<file path="config.mk">
export PLATFORM = sky130hd
export DESIGN_NAME = dmem_arbiter
export DESIGN_NICKNAME = d
export VERILOG_FILES = /design/src/rtl/dmem_arbiter.sv
export SDC_FILE = /design/constraint.sdc
export NUM_CORES = 1
export LEC_CHECK = 0
export ABC_AREA = 1
export CORE_MARGIN = 4
export CORE_UTILIZATION = 63
export DETAILED_ROUTE_END_ITERATION = 8
export DONT_BUFFER_PORTS = 1
export PLACE_DENSITY = 0.8
export SLEW_MARGIN = 20
export SYNTH_ARGS = -nofsm -noshare
export SYNTH_HDL_FRONTEND = slang
export SYNTH_SLANG_ARGS = --single-unit
</file>
<file path="constraint.sdc">
create_clock -name clk_i -period 2.5 [get_ports clk_i]
set_input_delay 0.25 -clock clk_i [delete_from_list [all_inputs] [get_ports clk_i]]
set_output_delay 0.25 -clock clk_i [all_outputs]
set_load 0.005 [all_outputs]
</file>
<file path="src/rtl/dmem_arbiter.sv">
// Purpose: two-port word load/store arbiter sequencing each access as four little-endian byte beats.
// Latency: request sampled in IDLE -> four beat cycles -> one-cycle ack; 6 cycles IDLE-to-IDLE.
// Backpressure: requests are ignored while busy; optional round-robin via DMEM_ARB_RR_EN (fixed priority otherwise).
module dmem_arbiter #(
    parameter int MEM_BYTES = 32,
    parameter int ADDR_W    = 5
) (
    input  logic              clk_i,
    input  logic              rst_i,
    input  logic              req0_i,
    input  logic              req1_i,
    input  logic              we0_i,
    input  logic              we1_i,
    input  logic [31:0]       addr0_i,
    input  logic [31:0]       addr1_i,
    input  logic [31:0]       wdata0_i,
    input  logic [31:0]       wdata1_i,
    output logic              ack0_o,
    output logic              ack1_o,
    output logic [31:0]       rdata0_o,
    output logic [31:0]       rdata1_o,
    output logic              busy_o,
    output logic [ADDR_W-1:0] mem_addr_o,
    output logic [7:0]        mem_wdata_o,
    output logic              mem_we_o,
    output logic              mem_re_o,
    input  logic [7:0]        mem_rdata_i
);

    typedef enum logic [1:0] {IDLE, BEAT, DONE} state_t;

    state_t              state_q, state_d;
    logic [1:0]          k_q, k_d;
    logic                gnt_q, gnt_d;
    logic                we_q, we_d;
    logic [ADDR_W-1:0]   base_q, base_d;
    logic [31:0]         wdat_q, wdat_d;
    logic [23:0]         rbuf_q, rbuf_d;
    logic [31:0]         rdata0_q, rdata0_d;
    logic [31:0]         rdata1_q, rdata1_d;
    logic                ack0_q, ack0_d;
    logic                ack1_q, ack1_d;
    logic                busy_q, busy_d;
    logic [ADDR_W-1:0]   mem_addr_q, mem_addr_d;
    logic [7:0]          mem_wdata_q, mem_wdata_d;
    logic                mem_we_q, mem_we_d;
    logic                mem_re_q, mem_re_d;
    logic                pick;

`ifdef DMEM_ARB_RR_EN
    // Last granted port; reset value 1 lets port 0 win the first tie.
    logic                rr_q, rr_d;
`endif

    // Only the low address bits reach memory; the upper bits are dropped on purpose.
    logic unused_addr_bits;
    assign unused_addr_bits = ^{addr0_i[31:ADDR_W], addr1_i[31:ADDR_W]};
    localparam int unused_mem_bytes = MEM_BYTES;

    // Port selection among active requesters: 0 = port 0, 1 = port 1.
    always_comb begin
`ifdef DMEM_ARB_RR_EN
        pick = (req0_i & req1_i) ? ~rr_q : req1_i;
`else
        pick = ~req0_i;
`endif
    end

    // Next-state, latching, read capture and registered memory-side outputs.
    always_comb begin
        state_d     = state_q;
        k_d         = k_q;
        gnt_d       = gnt_q;
        we_d        = we_q;
        base_d      = base_q;
        wdat_d      = wdat_q;
        rbuf_d      = rbuf_q;
        rdata0_d    = rdata0_q;
        rdata1_d    = rdata1_q;
        ack0_d      = 1'b0;
        ack1_d      = 1'b0;
`ifdef DMEM_ARB_RR_EN
        rr_d        = rr_q;
`endif
        case (state_q)
            IDLE: begin
                if (req0_i | req1_i) begin
                    gnt_d   = pick;
                    we_d    = pick ? we1_i : we0_i;
                    base_d  = pick ? addr1_i[ADDR_W-1:0] : addr0_i[ADDR_W-1:0];
                    wdat_d  = pick ? wdata1_i : wdata0_i;
                    k_d     = 2'd0;
                    state_d = BEAT;
`ifdef DMEM_ARB_RR_EN
                    rr_d    = pick;
`endif
                end
            end
            BEAT: begin
                if (!we_q) begin
                    case (k_q)
                        2'd0:    rbuf_d[7:0]   = mem_rdata_i;
                        2'd1:    rbuf_d[15:8]  = mem_rdata_i;
                        2'd2:    rbuf_d[23:16] = mem_rdata_i;
                        default: rbuf_d        = rbuf_q;
                    endcase
                end
                if (k_q == 2'd3) begin
                    state_d = DONE;
                    ack0_d  = ~gnt_q;
                    ack1_d  = gnt_q;
                    // Final byte comes straight from memory so the word is ready with ack.
                    if (!we_q) begin
                        if (gnt_q) rdata1_d = {mem_rdata_i, rbuf_q};
                        else       rdata0_d = {mem_rdata_i, rbuf_q};
                    end
                end else begin
                    k_d = k_q + 2'd1;
                end
            end
            DONE: begin
                state_d = IDLE;
            end
            default: begin
                state_d = IDLE;
            end
        endcase

        busy_d      = (state_d != IDLE);
        mem_addr_d  = '0;
        mem_wdata_d = 8'h00;
        mem_we_d    = 1'b0;
        mem_re_d    = 1'b0;
        if (state_d == BEAT) begin
            // Natural overflow of the ADDR_W-bit sum gives the wrap-around.
            mem_addr_d = base_d + ADDR_W'(k_d);
            if (we_d) begin
                mem_we_d    = 1'b1;
                mem_wdata_d = wdat_d[{k_d, 3'b000} +: 8];
            end else begin
                mem_re_d    = 1'b1;
            end
        end
    end

    // State and registered outputs; reset aborts any transaction without ack.
    always_ff @(posedge clk_i or negedge rst_i) begin
        if (!rst_i) begin
            state_q     <= IDLE;
            k_q         <= 2'd0;
            gnt_q       <= 1'b0;
            we_q        <= 1'b0;
            base_q      <= '0;
            wdat_q      <= 32'h0;
            rbuf_q      <= 24'h0;
            rdata0_q    <= 32'h0;
            rdata1_q    <= 32'h0;
            ack0_q      <= 1'b0;
            ack1_q      <= 1'b0;
            busy_q      <= 1'b0;
            mem_addr_q  <= '0;
            mem_wdata_q <= 8'h00;
            mem_we_q    <= 1'b0;
            mem_re_q    <= 1'b0;
`ifdef DMEM_ARB_RR_EN
            rr_q        <= 1'b1;
`endif
        end else begin
            state_q     <= state_d;
            k_q         <= k_d;
            gnt_q       <= gnt_d;
            we_q        <= we_d;
            base_q      <= base_d;
            wdat_q      <= wdat_d;
            rbuf_q      <= rbuf_d;
            rdata0_q    <= rdata0_d;
            rdata1_q    <= rdata1_d;
            ack0_q      <= ack0_d;
            ack1_q      <= ack1_d;
            busy_q      <= busy_d;
            mem_addr_q  <= mem_addr_d;
            mem_wdata_q <= mem_wdata_d;
            mem_we_q    <= mem_we_d;
            mem_re_q    <= mem_re_d;
`ifdef DMEM_ARB_RR_EN
            rr_q        <= rr_d;
`endif
        end
    end

    assign ack0_o      = ack0_q;
    assign ack1_o      = ack1_q;
    assign rdata0_o    = rdata0_q;
    assign rdata1_o    = rdata1_q;
    assign busy_o      = busy_q;
    assign mem_addr_o  = mem_addr_q;
    assign mem_wdata_o = mem_wdata_q;
    assign mem_we_o    = mem_we_q;
    assign mem_re_o    = mem_re_q;

endmodule

</file>
==> out/results.tsv, run 1 <==
stage	metric	value	unit
outcome	status	finished, violations left	
outcome	failing checks	hold timing	
finish	Antenna Diode Count	0	
yosys	Seq/Total Area, Yosys	0.564	
clock_tree	H-tree levels	4	
clock_tree	clk root buf	clkbuf_8	
grt	pin count of the biggest net entering global routing	150	
timing	Fin Setup TNS	0	ns
yosys	main combinational cell family by area after synthesis	simple AND/OR/NAND/NOR gates	
yosys	Synth Area per Inst	8.80	µm²
worst_setup_path	Crit Path Max Fanout	39	
pwr	Flop pwr share	0.418	
grt	initial antenna violation count	0	
clock_tree	TritonCTS clock tree	built	
pwr	Max VDD drop	0.664	mV
worst_setup_path	cell depth of the worst flop-to-flop path	10	
clock_tree	post-cts repair resize count	0	
timing	Setup violations, final	0	
yosys	Yosys top cell by area	dfrtp_1	
pwr	Psw	3960	µW
yosys	synth unique cells	28	
route	drt total wl	15300	µm
die	die height	110	µm
finish	area delta synth->final	14.0	%
pwr	Switching Share	0.389	
die	# IOs	224	
timing	Final Cycle Share	0.946	
grt	gr ovfl total	0	
grt	number of global-route vias before repair	5136	
die	Starting Density	0.644	
yosys	XOR/XNOR Fraction of Synth Area	0	
worst_setup_path	CP Capture Type	register	
timing	Final min period	2.37	ns
timing	Worst Skew	0.00805	ns
job	Max-cap violations	0	
grt	Global Route Usage Sum	0.256	
pwr	Leak	0.00381	µW
yosys	Cells after Synth	752	
placement	port buffer count	0	
route	wire per inst	16.4	µm
yosys	post-synthesis adder-cell area fraction	0.00681	
pwr	clock network fraction of total power	0.246	
route	routed vias/inst	5.41	
timing	Slew Viols, Final	0	
timing	Slew HR	0.463	
clock_tree	clock latency at the later pin of the worst-skew pair	0.52	ns
finish	Final #Nets	927	
yosys	Post-Synth Simple-Gate Area	0.223	
yosys	share of the synthesized area in the top cell type	0.564	
timing	Hold Vio Cnt, Final	149	
clock_tree	clk slew on worst S/H paths	0.06	ns
pwr	total power	10200	µW
die	die area	12200	µm²
route	initial drt markers	376	
pwr	PwrDens	1350	nW/µm²
clock_tree	Post-CTS Setup Inserts	0	
yosys	compound-gate portion of the synthesized area	0.124	
pwr	Int Power	6220	µW
hold_path	HP Class	in2async	
timing	Hold WS	-0.586	ns
yosys	Post-Syn Area	6620	µm²
clock_tree	clk sinks	149	
worst_setup_path	worst setup path category	in2reg	
placement	gp weighted congestion	0.805	
clock_tree	cts bufs inserted	17	
route	DR vias	5038	
clock_tree	hold buffers post-CTS	41	
worst_setup_path	crit path DAT	2.78	ns
yosys	syn nets	897	
placement	DP HPWL	9980	µm
timing	fmax	423	MHz
timing	RSZ-0062 raised after global routing	no	
route	post-route ant nets	0	
route	Residual DRC	0	
yosys	YS warnings	0	
placement	placed cell count	858	
die	chip width	110	µm
route	Pre-Repair DR Iteration Count	5	
pwr	Comb pwr share	0.336	
worst_setup_path	startpoint types	primary input	
clock_tree	CTS Buffer Depth	2	
finish	layout cells sized above 1	0.131	
worst_setup_path	CP required	2.92	ns
die	Core ar.	10300	µm²
grt	first-pass GRT wire length	25300	µm
yosys	top cells by area, synth	dfrtp_1, nand2_1, o21ai_2	
timing	worst-margin pin slew	0.806	ns
yosys	register bit total from synthesis	149	
yosys	post-synthesis mux area share	0	
finish	fin cells	931	
die	Site Rows	37	
==> critical path: stages <==
cell	delay [ns]
dlygate4sd3_1	0.89
nand2_1	0.10
dlygate4sd3_1	0.56
o21ai_0	0.07
dlygate4sd3_1	0.57
o21ai_1	0.07
nand2_1	0.07
nand2_1	0.05
nor2_1	0.11
nor2_1	0.06
==> path summary, 6_finish.rpt <==
path,from,endpoint,slack (ns)
max in group asynchronous,rst_i,ack1_o,2.90
worst min-delay path,rst_i,rdata0_o[10],-0.59
worst max-delay path,req0_i,mem_wdata_o[5],0.13
min in group clk_i,wdata0_i[6],wdat_q[6],0.01
worst max register to register,state_q[1],mem_addr_o[4],0.20
worst min register to register,wdat_q[12],wdat_q[12],0.48
==> kinds of logic (layout without fill, tap and decap cells) <==
logic type	Yosys count	in the layout
and+or+nand+nor	368	368
DFF	149	149
adders and majority gates	3	3
buffers and inverters	106	149
AOI/OAI and AO/OA	126	126
==> synthesized netlist by cell type, drive strengths merged <==
library cell,n
nand2,249
dfrtp,149
o21ai,121
nor2,103
inv,72
buf,30
nand3,12
clkbuf,4
a21oi,3
ha,2
or2,2
a21o,1
fa,1
nand4,1
nor3,1
o31ai,1
==> layout make-up <==
cell class	instances	area, µm²
flip-flops and latches	149	3730
fillers	726	2730
multi-input cells	497	2340
clock buffers	19	442
repair buffers	45	440
inverters	72	273
well taps	136	170
clock inverters	13	149
==> power by group through the flow <==
| stage | registers [µW] | logic (µW) | clock network, µW |
|---|---|---|---|
| 3_3_place_gp | 4250 | 3140 | 0 |
| 2_1_floorplan | 4070 | 2770 | 0 |
| 4_1_cts | 4260 | 3430 | 2540 |
| 3_5_place_dp | 4290 | 3320 | 0 |
| 6_report | 4250 | 3420 | 2500 |
| 5_1_grt | 4370 | 3900 | 2660 |
==> cells in the final DEF, fill, tap and decap left out, drive strengths merged, types with 2 or more instances in the layout <==
master	instances
nand3	12
ha	2
nor2	103
inv	75
dlygate4sd3	41
a21oi	3
nand2	249
bufinv	2
clkinvlp	5
buf	4
o21ai	121
clkbuf	19
or2	2
clkinv	3
dfrtp	149
==> metal layers <==
| metal | GRT usage | part of all wire | vias up |
|---|---|---|---|
| li1 | - | - | 2394 |
| met1 | 0.311 | 0.40 | 2413 |
| met2 | 0.445 | 0.52 | 216 |
| met3 | 0.0718 | 0.072 | 15 |
| met4 | 0.0813 | 0.011 | 0 |
| met5 | 0 | 0 | - |
==> stage by stage <==
stage / util / cell area [µm²] / setup WS [ns]
after floorplan: - / 6620 / 0.317
after global placement: 0.637 / 6540 / 0.330
after detailed placement: 0.637 / 6540 / 0.209
after CTS: 0.734 / 7540 / 0.162
after global routing: 0.734 / 7540 / 0.00842
final: 0.734 / 7540 / 0.135
==> flip-flops by register name, indices dropped and copies added, names as in the netlist <==
register	count
mem_addr_o	5
base_q	5
gnt_q	1
mem_wdata_o	8
wdat_q	32
rdata1_o	32
k_q	2
ack1_o	1
we_q	1
rdata0_o	32
ack0_o	1
rbuf_q	24
mem_re_o	1
state_q	2
mem_we_o	1
busy_o	1
No activity file was read; power rests on OpenSTA's default activity.
==> inputs of run 2 (changes only) <==
- CAP_MARGIN: default -> 20
- PLACE_DENSITY: 0.8 -> 0.87
==> run 2 against run 1 <==
Compared with the run above:
- the run still ends with hold timing left
- cell count is 1.6% lower
- register-to-register slack improved by 0.07 ns
- sequential share of layout area is 1.0 points higher
- total power down 0.91%
- count of clock-buffer cells in the layout decreased by 2
- maximum frequency rose by 2.3%
- non-clock buffer count fell by 15
- via count is 0.16% lower
- clock power decreased by 3%
- core utilization decreased by 1.5 points
- global-route usage fell by 0.25 points
- sequential cell count stayed put
- critical endpoint is now mem_wdata_o[6]
- largest power group unchanged
==> out/results.tsv, run 2 (synthesis gave the netlist of run 1 again) <==
stage	metric	value	unit	change
timing	fmax	432	MHz	+2.3%
die	# IOs	224		unchanged
finish	Seq. cell area	3730	µm²	unchanged
timing	Hold WS	-0.564	ns	+0.0219 ns
pwr	Switching Share	0.398		+0.00918
finish	commonest cells after routing, fill and taps aside	nand2_1, dfrtp_1, nor2_1		
finish	area of the multi-input gates	2350	µm²	+0.21%
worst_setup_path	startpoint types	primary input		
placement	port buffer count	0		unchanged
worst_setup_path	worst setup path category	in2reg		
route	Residual DRC	0		unchanged
placement	gp weighted congestion	0.844		+4.8%
finish	Finished Core Util	0.719		-0.0152
route	Pre-Repair DR Iteration Count	5		unchanged
die	die area	12200	µm²	unchanged
placement	DP HPWL	9750	µm	-2.3%
timing	RSZ-0062 raised after global routing	no		
placement	dpl ws	0.229	ns	+0.0198 ns
timing	Slew Viols, Final	0		unchanged
outcome	failing checks	hold timing		
worst_setup_path	CP required	2.90	ns	-0.02 ns
grt	pin count of the biggest net entering global routing	150		unchanged
grt	initial antenna violation count	0		unchanged
route	initial drt markers	475		+26%
pwr	Max VDD drop	0.791	mV	+19%
finish	Fillers	713		-1.8%
hold_path	HP Class	in2async		
pwr	PwrDens	1360	nW/µm²	+1.2%
clock_tree	clk sinks	149		unchanged
clock_tree	TritonCTS clock tree	built		
worst_setup_path	Crit-path slowest cell	dlygate4sd3_1		
die	chip width	110	µm	unchanged
worst_setup_path	CP Capture Type	register		
timing	Final min period	2.31	ns	-0.0521 ns
clock_tree	CTS Buffer Depth	2		unchanged
clock_tree	H-tree levels	4		unchanged
clock_tree	cts bufs inserted	17		unchanged
die	Site Rows	37		unchanged
timing	Hold Vio Cnt, Final	149		unchanged
timing	Worst Skew	0.0107	ns	+0.00269 ns
grt	gr ovfl total	0		unchanged
worst_setup_path	r2r endpoint	mem_addr_o[4]		
finish	layout cells sized above 1	0.133		+0.00252
finish	area delta synth->final	11.7	%	
grt	Global Route Usage Sum	0.254		-0.00246
grt	number of global-route vias before repair	5083		-1.0%
worst_setup_path	Reg2Reg Launch Point	state_q[1]		
timing	Slew HR	0.464		+0.00150
pwr	Int Power	6070	µW	-2.4%
job	Max-cap violations	0		unchanged
worst_setup_path	crit path DAT	2.71	ns	-0.07 ns
clock_tree	clock latency at the later pin of the worst-skew pair	0.51	ns	about the same
clock_tree	clk root buf	clkbuf_8		
timing	final worst-path setup slack	0.187	ns	+0.0521 ns
clock_tree	hold buffers post-CTS	27		-34%
timing	Setup violations, final	0		unchanged
pwr	Leak	0.00375	µW	-1.5%
route	drt total wl	15000	µm	-1.5%
worst_setup_path	CP peak stage delay	0.76	ns	-0.13 ns
pwr	Flop pwr share	0.424		+0.006
pwr	Psw	4010	µW	+1.4%
outcome	status	finished, violations left		
pwr	clock network fraction of total power	0.242		-0.004
die	die height	110	µm	unchanged
worst_setup_path	register-to-register path setup slack	0.27	ns	+0.07 ns
route	post-route ant nets	0		unchanged
worst_setup_path	cell depth of the worst flop-to-flop path	11		+1
route	routed vias/inst	5.49		+1.5%
timing	Fin Setup TNS	0	ns	unchanged
finish	Antenna Diode Count	0		unchanged
route	DR vias	5030		-0.16%
worst_setup_path	critical path cell sequence	dlygate4sd3_1, nand2_1, dlygate4sd3_1, o21ai_0, dlygate4sd3_1, o21ai_1, nand2_1, nand2_1, nor2_1, nor2_1		
finish	Final #Nets	912		-1.6%
die	Starting Density	0.644		unchanged
timing	Final Cycle Share	0.925		-0.0208
route	wire per inst	16.4	µm	+0.13%
die	Core ar.	10300	µm²	unchanged
grt	first-pass GRT wire length	25400	µm	+0.36%
worst_setup_path	Crit Path Max Fanout	43		+10%
clock_tree	clk slew on worst S/H paths	0.07	ns	about the same
finish	most common cell after layout, fill and taps aside	nand2_1		
timing	worst-margin pin slew	0.804	ns	-0.00225 ns
pwr	Comb pwr share	0.335		about the same
-- run 2: through the flow --
stage / total power (µW) / instances / area, µm² / hold slack (ns)
floorplan: 6840 / 752 / 6620 / -0.0456
global placement: 7350 / 857 / 6540 / -0.0413
detailed placement: 7560 / 857 / 6540 / -0.0424
CTS: 10100 / 916 / 7380 / -0.590
global route: 10900 / 916 / 7390 / -0.599
finish: 10100 / 916 / 7390 / -0.564
-- run 2: worst max-delay path: cells and delay by family --
| kind | cells | cell delay [ns] |
|---|---|---|
| buffers and inverters | 3 | 1.90 |
| and+or+nand+nor | 5 | 0.40 |
| AOI/OAI and AO/OA | 2 | 0.16 |
-- run 2: power groups by stage --
stage               Sequential, µW  Combinational [µW]  Clock [µW]
floorplan                     4070                2770           0
global placement              4250                3100           0
detailed placement            4300                3260           0
CTS                           4280                3370        2470
global route                  4390                3870        2600
finish                        4270                3370        2430
-- run 2: final cells by class --
type / count / share of cell area
clock buffers: 17 / 0.0561
clock inverters: 15 / 0.0220
inverters: 72 / 0.0369
multi-input cells: 497 / 0.318
flip-flops and latches: 149 / 0.505
well taps: 136 / 0.0230
repair buffers: 30 / 0.0396
-- run 2: how the worst max path moves through the flow --
stage / start / endpoint / slack [ns] / cells after the start
2_1_floorplan: state_q[1] / mem_addr_o[4] / 0.32 / 11
3_3_place_gp: state_q[1] / mem_addr_o[4] / 0.34 / 11
3_5_place_dp: state_q[1] / mem_addr_o[4] / 0.23 / 11
4_1_cts: state_q[1] / mem_addr_o[4] / 0.23 / 11
5_1_grt: state_q[1] / mem_addr_o[4] / 0.06 / 11
6_report: req0_i / mem_wdata_o[6] / 0.19 / 10
-- run 2: per-layer routing --
| metal | track usage | routed length, µm |
|---|---|---|
| met5 | 0 | 0 |
| met2 | 0.432 | 7840 |
| met1 | 0.312 | 5800 |
| met4 | 0.0821 | 258 |
| met3 | 0.0745 | 1150 |
-- run 2: what timing repair did --
| action | CTS | global route |
|---|---|---|
| setup buffers | 0 | 0 |
| gates resized for setup | 0 | 1 |
| hold endpoints to repair | 167 | 149 |
| setup endpoints to repair | 0 | 1 |
==> inputs of run 3 (changes only) <==
- CELL_PAD_IN_SITES_DETAIL_PLACEMENT: default -> 1
- CELL_PAD_IN_SITES_GLOBAL_PLACEMENT: default -> 2
- CORE_UTILIZATION: 63 -> 36
- PLACE_DENSITY: 0.87 -> 0.86
- SLEW_MARGIN: 20 -> 40
==> run 3 against run 2 <==
Compared with the run above:
- core utilization shrank 31 points
- the flow still finishes with violations (hold timing)
- final area decreased by 1.1%
- worst setup slack improved by 0.063 ns
- register-to-register slack worse by 0.02 ns
- highest routed layer is now met5
- sequential cell count is the same
- cell count up 7.5%
- sequential share of layout area increased by 0.55 points
- die area is 69% higher
==> out/results.tsv, run 3 (synthesis gave the netlist of run 1 again) <==
stage	metric	value	unit	change
hold_path	HP Class	in2async		
die	# IOs	224		unchanged
finish	Antenna Diode Count	0		unchanged
finish	commonest cells after routing, fill and taps aside	nand2_1, dfrtp_1, nor2_1		
finish	Final #Nets	888		-2.6%
route	drt total wl	16500	µm	+9.9%
placement	port buffer count	0		unchanged
worst_setup_path	startpoint types	register		
route	Pre-Repair DR Iteration Count	4		-1
route	routed vias/inst	4.83		-12%
finish	Fillers	2122		+200%
timing	Slew Viols, Final	0		unchanged
pwr	Leak	0.00367	µW	-2.2%
die	Core ar.	18000	µm²	+75%
worst_setup_path	CP Capture Type	register		
route	initial drt markers	229		-52%
timing	worst-margin pin slew	0.796	ns	-0.00764 ns
finish	layout cells sized above 1	0.142		+0.00820
outcome	failing checks	hold timing		
clock_tree	Post-CTS Setup Inserts	0		unchanged
timing	Worst Skew	0.00767	ns	-0.00307 ns
die	chip width	144	µm	+30%
clock_tree	TritonCTS clock tree	built		
worst_setup_path	crit path DAT	2.60	ns	-0.11 ns
pwr	Psw	4010	µW	about the same
timing	Hold WS	-0.473	ns	+0.0916 ns
die	die height	144	µm	+30%
die	Site Rows	49		+32%
clock_tree	clk slew on worst S/H paths	0.06	ns	about the same
timing	Slew HR	0.469		+0.00509
grt	initial antenna violation count	1		+1
clock_tree	CTS Buffer Depth	2		unchanged
worst_setup_path	CP required	2.85	ns	-0.05 ns
route	Residual DRC	0		unchanged
finish	design area	7310	µm²	-1.1%
clock_tree	H-tree levels	4		unchanged
clock_tree	cts bufs inserted	17		unchanged
outcome	status	finished, violations left		
timing	Hold Vio Cnt, Final	149		unchanged
placement	dpl cell area	6680	µm²	+2.1%
finish	most common cell after layout, fill and taps aside	nand2_1		
grt	pin count of the biggest net entering global routing	150		unchanged
pwr	Flop pwr share	0.414		-0.010
grt	Global Route Usage Sum	0.164		-0.0895
pwr	Switching Share	0.389		-0.00881
timing	Final min period	2.25	ns	-0.0628 ns
pwr	Int Power	6290	µW	+3.7%
placement	gp weighted congestion	0.782		-7.3%
die	Starting Density	0.367		-0.277
finish	area delta synth->final	10.5	%	
clock_tree	clock latency at the later pin of the worst-skew pair	0.42	ns	-0.09 ns
timing	RSZ-0062 raised after global routing	no		
grt	gr ovfl total	0		unchanged
pwr	Max VDD drop	0.549	mV	-31%
timing	fmax	444	MHz	+2.8%
route	post-route ant nets	0		unchanged
placement	DP HPWL	11700	µm	+20%
route	DR vias	4753		-5.5%
grt	number of global-route vias before repair	5155		+1.4%
timing	Fin Setup TNS	0	ns	unchanged
timing	Final Cycle Share	0.900		-0.0251
die	die area	20600	µm²	+69%
grt	first-pass GRT wire length	26400	µm	+4.0%
worst_setup_path	worst setup path category	reg2reg		
worst_setup_path	Crit Path Max Fanout	17		-60%
clock_tree	clk sinks	149		unchanged
pwr	Comb pwr share	0.327		-0.008
clock_tree	clk root buf	clkbuf_16		
pwr	PwrDens	1410	nW/µm²	+3.3%
route	wire per inst	16.8	µm	+2.2%
timing	Setup violations, final	0		unchanged
job	Max-cap violations	0		unchanged
pwr	clock network fraction of total power	0.260		+0.018
pwr	total power	10300	µW	+2.2%
## run 3: worst paths after layout
check	startpoint	end	slack, ns	cells after the start
setup / recovery	state_q[1]	mem_addr_o[4]	0.25	11
hold / removal	rst_i	rdata1_o[3]	-0.47	0
setup reg to reg	state_q[1]	mem_addr_o[4]	0.25	11
hold reg to reg	wdat_q[14]	wdat_q[14]	0.48	2
max in group asynchronous	rst_i	we_q	2.82	0
min in group clk_i	req0_i	wdat_q[27]	0.05	3
## run 3: per-layer routing
metal / share of wire / track usage / wire, µm / up-vias
li1: - / - / - / 2311
met1: 0.41 / 0.194 / 6800 / 2277
met2: 0.50 / 0.281 / 8200 / 139
met3: 0.074 / 0.0556 / 1230 / 24
met4: 0.018 / 0.0565 / 291 / 2
met5: 0.00073 / 0 / 12 / -
## run 3: layout make-up
type | count | area, µm² | area share
Multi-Input combinational cell | 497 | 2360 | 0.322
Sequential cell | 149 | 3730 | 0.510
Tap cell | 229 | 287 | 0.0392
Inverter | 72 | 273 | 0.0373
Timing Repair Buffer | 6 | 45.0 | 0.00616
Clock buffer | 17 | 425 | 0.0582
Clock inverter | 15 | 194 | 0.0265
## run 3: power by group through the flow
stage	Combinational, µW	Clock [µW]	Sequential [µW]
after floorplan	2770	0	4070
after global placement	3250	0	4280
after detailed placement	3420	0	4320
after CTS	3460	2740	4290
after global routing	3910	2850	4410
final	3370	2670	4260
## run 3: repair_timing
action                                  4_1_cts  5_1_grt
gates resized for setup                       0        1
endpoints found under the hold margin       149      149
endpoints found under the setup margin        0        1
## run 3: worst max-delay path: stages (launching register included)
cell and delay, ns:
dfrtp_1 0.43, nor2_2 0.24, nand2_4 0.17, o31ai_2 0.24
ha_1 0.22, inv_1 0.07, fa_1 0.43, inv_1 0.08
nand3_1 0.09, nand2_1 0.07, nand2_1 0.05, nor2_1 0.09
## run 3: stage by stage
stage	cells	utilization	setup WS [ns]	hold WS, ns
5_1_grt	985	0.405	0.0777	-0.501
2_1_floorplan	752	-	0.317	-0.0456
3_5_place_dp	953	0.370	0.201	-0.0418
6_report	985	0.405	0.250	-0.473
3_3_place_gp	953	0.370	0.270	-0.0403
4_1_cts	985	0.405	0.161	-0.494
==> RTL edit 1, RTL diff (config.mk and constraints of run 2) <==
Re-encode `state_t` (3 states) as one-hot, 3 bits wide.
--- a/src/rtl/dmem_arbiter.sv
+++ b/src/rtl/dmem_arbiter.sv
@@ -29,3 +29,3 @@
 
-    typedef enum logic [1:0] {IDLE, BEAT, DONE} state_t;
+    typedef enum logic [2:0] {IDLE = 3'b001, BEAT = 3'b010, DONE = 3'b100} state_t;
 
Function: same outputs for any inputs over 10 cycles, from zero or initial values and one cycle with rst_i low; not proved beyond that.
==> RTL edit 1 against run 2 <==
  * Routed wire length increased by 5.1%
  * Setup slack improved by 0.017 ns
  * Global-route usage increased by 0.89 points
  * Area after synthesis increased by 0.55%
  * Sequential cell count increased by 1
  * The run still ends with negative hold slack left
  * Cell area increased by 2.5%
  * Critical path type is now reg2reg
  * Clock power decreased by 6%
  * Total power decreased by 15%
==> RTL edit 1: results (changes against run 2) <==
The post-placement setup slack came out at 0.1713 ns (-0.05719 ns). The total routed wirelength came out at 15810 µm (+5.1%). The total placed instance area came out at 6719 µm² (+2.8%). The number of logic inverters in the finished layout is 125 (+74%). The fill cell total of the finished layout was 698 (-2.1%). The share of power burned in combinational logic came out at 30.6% (-2.9 points). The distinct cell type count of the synthesized netlist is 31 (+11%). The highest net fanout along the worst path came out at 19 (-56%). The final hold violation count is 150 (+0.67%). The number of global-route vias before repair is 5248 (+3.2%). The DRC marker count from the first detailed-route iteration is 536 (+13%). The worst vdd rail ir drop is 0.6126 mV (-23%).

The ratio of total power to cell area is 1135 nW/µm² (-17%). The slowest stage of the critical path belongs to the cell fa_1. The number of clock-tree buffers in the layout is 18 (+1). The average cell area after synthesis is 8.305 µm² (-5.6%).

The hold-fix buffer count after cts was 31 (+15%). The fraction of area in clock buffers and inverters came out at 7.074% (-0.73 points). The switching power total came to 3.251 mW (-19%). The top cell family by delay on the critical path is adder cells. The total met3 wirelength after detailed routing came to 1154 µm (+0.61%).

The share of the yosys chip area belonging to registers came out at 56.44% (+0.088 points). The met2 track utilization from global routing came to 43.04% (-0.16 points). The wire length on met1 came out at 6252 µm (+7.7%). By count the netlist is led by nand2_1, dfrtp_1, inv_1, o21ai_1, o21ai_0. The worst slew margin relative to its limit is 57.52% (+11 points). The compound-gate portion of the synthesized area was 10.72% (-1.7 points). The combined flip-flop and latch cell area came to 3755 µm² (+0.70%).

The worst slack on hold paths came out at -0.5700 ns (-0.005515 ns). The multi-input logic cell count is 493 (-0.80%). The share of cells above drive strength 1 came out at 10.37% (-3.0 points). The total clock sinks came out at 150 (+0.67%).

The met3 demand-to-capacity share in global routing came out at 7.478% (+0.026 points). The final worst slack was 0.2039 ns (+0.01709 ns). The count of placed standard cells including taps came out at 912 (+6.4%). The flow ran to the end, but the final reports show violations. The data-path buffer share of cell area in the final layout is 5.223% (+1.3 points).

The non-clock buffer count in the final layout is 39 (+30%). The final reports fail on negative hold slack. Sorting the synthesized cells by area gives the leading types as dfrtp_1, nand2_1, inv_1. The net count of the mapped netlist came out at 946 (+5.5%).
## RTL edit 1: cell count changes in the layout (fill, tap and decap cells not counted), moves of 3 or more
cell | run 2 | this run
o21ai_0 | 39 | 52
a21oi_1 | 3 | 11
buf_4 | 3 | 6
nand2_1 | 242 | 262
dlygate4sd3_1 | 27 | 31
o21ai_2 | 46 | 3
o21ai_1 | 35 | 68
nand3_1 | 12 | 4
inv_1 | 67 | 118
nor2_1 | 95 | 48
or2_2 | 1 | 18
## RTL edit 1: path summary, 6_finish.rpt
check	cells past startpoint	to	from
min in group clk_i	2	rdata1_o[29]	mem_rdata_i[5]
hold / removal	0	rdata1_o[3]	rst_i
setup reg to reg	15	mem_addr_o[4]	state_q[1]
hold reg to reg	1	ack0_o	gnt_q
max in group asynchronous	0	state_q[0]	rst_i
setup / recovery	15	mem_addr_o[4]	state_q[1]
## RTL edit 1: what timing repair did
action	CTS	global route
setup endpoints to repair	0	1
hold endpoints to repair	177	150
gates resized for setup	0	1
==> RTL edit 2, RTL diff (config.mk and constraints of run 2) <==
Made on the original files. Add a define of `DMEM_ARB_RR_EN`.
--- a/src/rtl/dmem_arbiter.sv
+++ b/src/rtl/dmem_arbiter.sv
@@ -3,2 +3,4 @@
 // Backpressure: requests are ignored while busy; optional round-robin via DMEM_ARB_RR_EN (fixed priority otherwise).
+`define DMEM_ARB_RR_EN
+
 module dmem_arbiter #(
Formal check against the unedited RTL: not equivalent (Yosys sat finds a counterexample within 10 cycles, from zero or initial values and one cycle with rst_i low).
==> RTL edit 2 against run 2 <==
  * The flow still finishes with violations (negative hold slack)
  * Cell area decreased by 0.32%
  * Worst hold slack got worse by 0.0066 ns
  * Register-to-register slack got worse by 0.07 ns
  * Cell count down 1.5%
  * Count of clock-buffer cells in the layout stayed put
  * Routed wire length rose by 5.9%
  * Setup slack improved by 0.010 ns
  * Area after synthesis down 0.91%
  * Total power is 5.3% higher
  * Sequential cell count is 1 higher
  * First-iteration DRC count grew 6.5%
  * Critical path type is now reg2reg
  * Largest cell class unchanged
==> RTL edit 2: results (changes against run 2) <==
The run finished, with violations left. The final reports fail on negative hold slack. The distinct cell type count of the synthesized netlist is 29 (+3.6%). The number of gates resized after cts came out at 0 (unchanged).

The share of the yosys chip area belonging to registers came out at 57.27% (+0.92 points). Ranked by instance count, the synthesized netlist is headed by nand2_1, dfrtp_1, nand3_1, o21ai_1, inv_1. The count of placed standard cells including taps is 853 (-0.47%).

The async set-or-reset flop fraction in the synthesized netlist came out at 100.0% (unchanged). The leakage power is 3.705 nW (-1.2%). The net count of the mapped netlist came out at 892 (-0.56%).

The delay contributed by the slowest stage of the critical path was 0.40 ns (-0.36 ns). The worst slew margin relative to its limit is 62.23% (+16 points). The per-cell routed wire length came out at 17.67 µm (+7.6%). The slowest stage of the critical path belongs to the cell fa_1.

The detailed-route vias per instance came out at 5.787 (+5.4%). The final hold violation count is 150 (+0.67%). The highest net fanout along the worst path came out at 32 (-26%). The H-tree level count came out at 4 (unchanged). The worst slack on hold paths came out at -0.5711 ns (-0.006649 ns). The number of global-route vias before repair came out at 5311 (+4.5%). The final worst clock skew is 0.01022 ns (-0.0005169 ns). The register clock-pin slew on the reported worst setup and hold paths came to 0.07 ns (about the same). The first-pass GRT wire length came to 26180 µm (+2.9%). The global placer's final weighted congestion came out at 0.8304 (-1.6%). The critical register-to-register path endpoint is mem_addr_o[4]. The half-perimeter wire length of the detailed placement result came out at 10400 µm (+6.7%). The final net count is 901 (-1.2%). The total clock buffers created by CTS came to 17 (unchanged). The worst-case reg-to-reg path depth is 13 (+2). The average cell area after synthesis is 8.777 µm² (-0.24%). The number of slew-limit violations in the final report is 0 (unchanged). In this run the critical register-to-register path is launched from state_q[0]. The hold-fix buffer count after cts came out at 15 (-44%).

Ranked by total cell area, the synthesized netlist is headed by dfrtp_1, nand2_1, nand3_1. The count of vias placed by the detailed router is 5220 (+3.8%). The first-pass iteration count of the detailed router is 5 (unchanged). The pin count of the biggest net entering global routing came out at 151 (+0.67%). The share of cells above drive strength 1 came out at 9.493% (-3.8 points). The clock tree buffer depth was 2 (unchanged). The reg-to-reg setup timing slack is 0.20 ns (-0.07 ns).

The global-route total usage across every layer is 27.85% (+2.5 points). The top cell family by delay on the critical path is simple AND/OR/NAND/NOR gates. The DRC marker count from the first detailed-route iteration was 506 (+6.5%). The worst endpoint data arrival time came to 2.75 ns (+0.04 ns). The worst vdd rail ir drop came out at 0.7189 mV (-9.2%). The total placed instance area came to 6598 µm² (+0.94%).
RTL edit 2: cell type report:
class | count | area (µm²)
inverters | 83 | 311.5
flip-flops and latches | 150 | 3755
fillers | 696 | 2590
well taps | 133 | 166.4
clock inverters | 15 | 175.2
clock buffers | 17 | 414.1
repair buffers | 26 | 270.3
multi-input cells | 478 | 2272
RTL edit 2: stage by stage:
stage               utilization (%)  worst slack [ns]
floorplan                         -            0.3050
global placement              66.28            0.3005
detailed placement            66.28            0.1882
CTS                           73.71           0.08315
global route                  73.98           0.01342
finish                        73.98            0.1970
RTL edit 2: logic make-up (layout without fill, tap and decap cells):
kind of cell    after synthesis  after routing  synth area share (%)
compound gates              109            109                 8.702
fa+ha+maj                     3              3                0.6870
buf+inv                     119            141                 8.073
flops                       150            150                 57.27
simple gates                366            366                 25.27
RTL edit 2: metal layers:
layer | up-vias | wire [µm] | global-route usage [%]
met5 | - | 0 | 0
met4 | 0 | 378 | 8.459
met3 | 34 | 1300 | 7.164
met2 | 264 | 8082 | 46.23
met1 | 2537 | 6176 | 36.21
li1 | 2385 | - | -
RTL edit 2: where the power goes:
group / internal [mW] / switching, mW / total (mW)
Sequential: 3.61 / 0.751 / 4.36
Clock: 1.39 / 1.14 / 2.53
Combinational: 1.32 / 2.40 / 3.72
Total: 6.32 / 4.29 / 10.6
RTL edit 2: worst max path at each step:
stage / from / to / slack (ns) / cells after the start
after CTS: state_q[1] / mem_addr_o[4] / 0.08 / 13
after global placement: state_q[1] / mem_addr_o[4] / 0.30 / 12
after floorplan: state_q[1] / mem_addr_o[4] / 0.30 / 13
final: state_q[0] / mem_addr_o[4] / 0.20 / 13
after detailed placement: state_q[1] / mem_addr_o[4] / 0.19 / 13
after global routing: state_q[0] / mem_addr_o[4] / 0.01 / 12
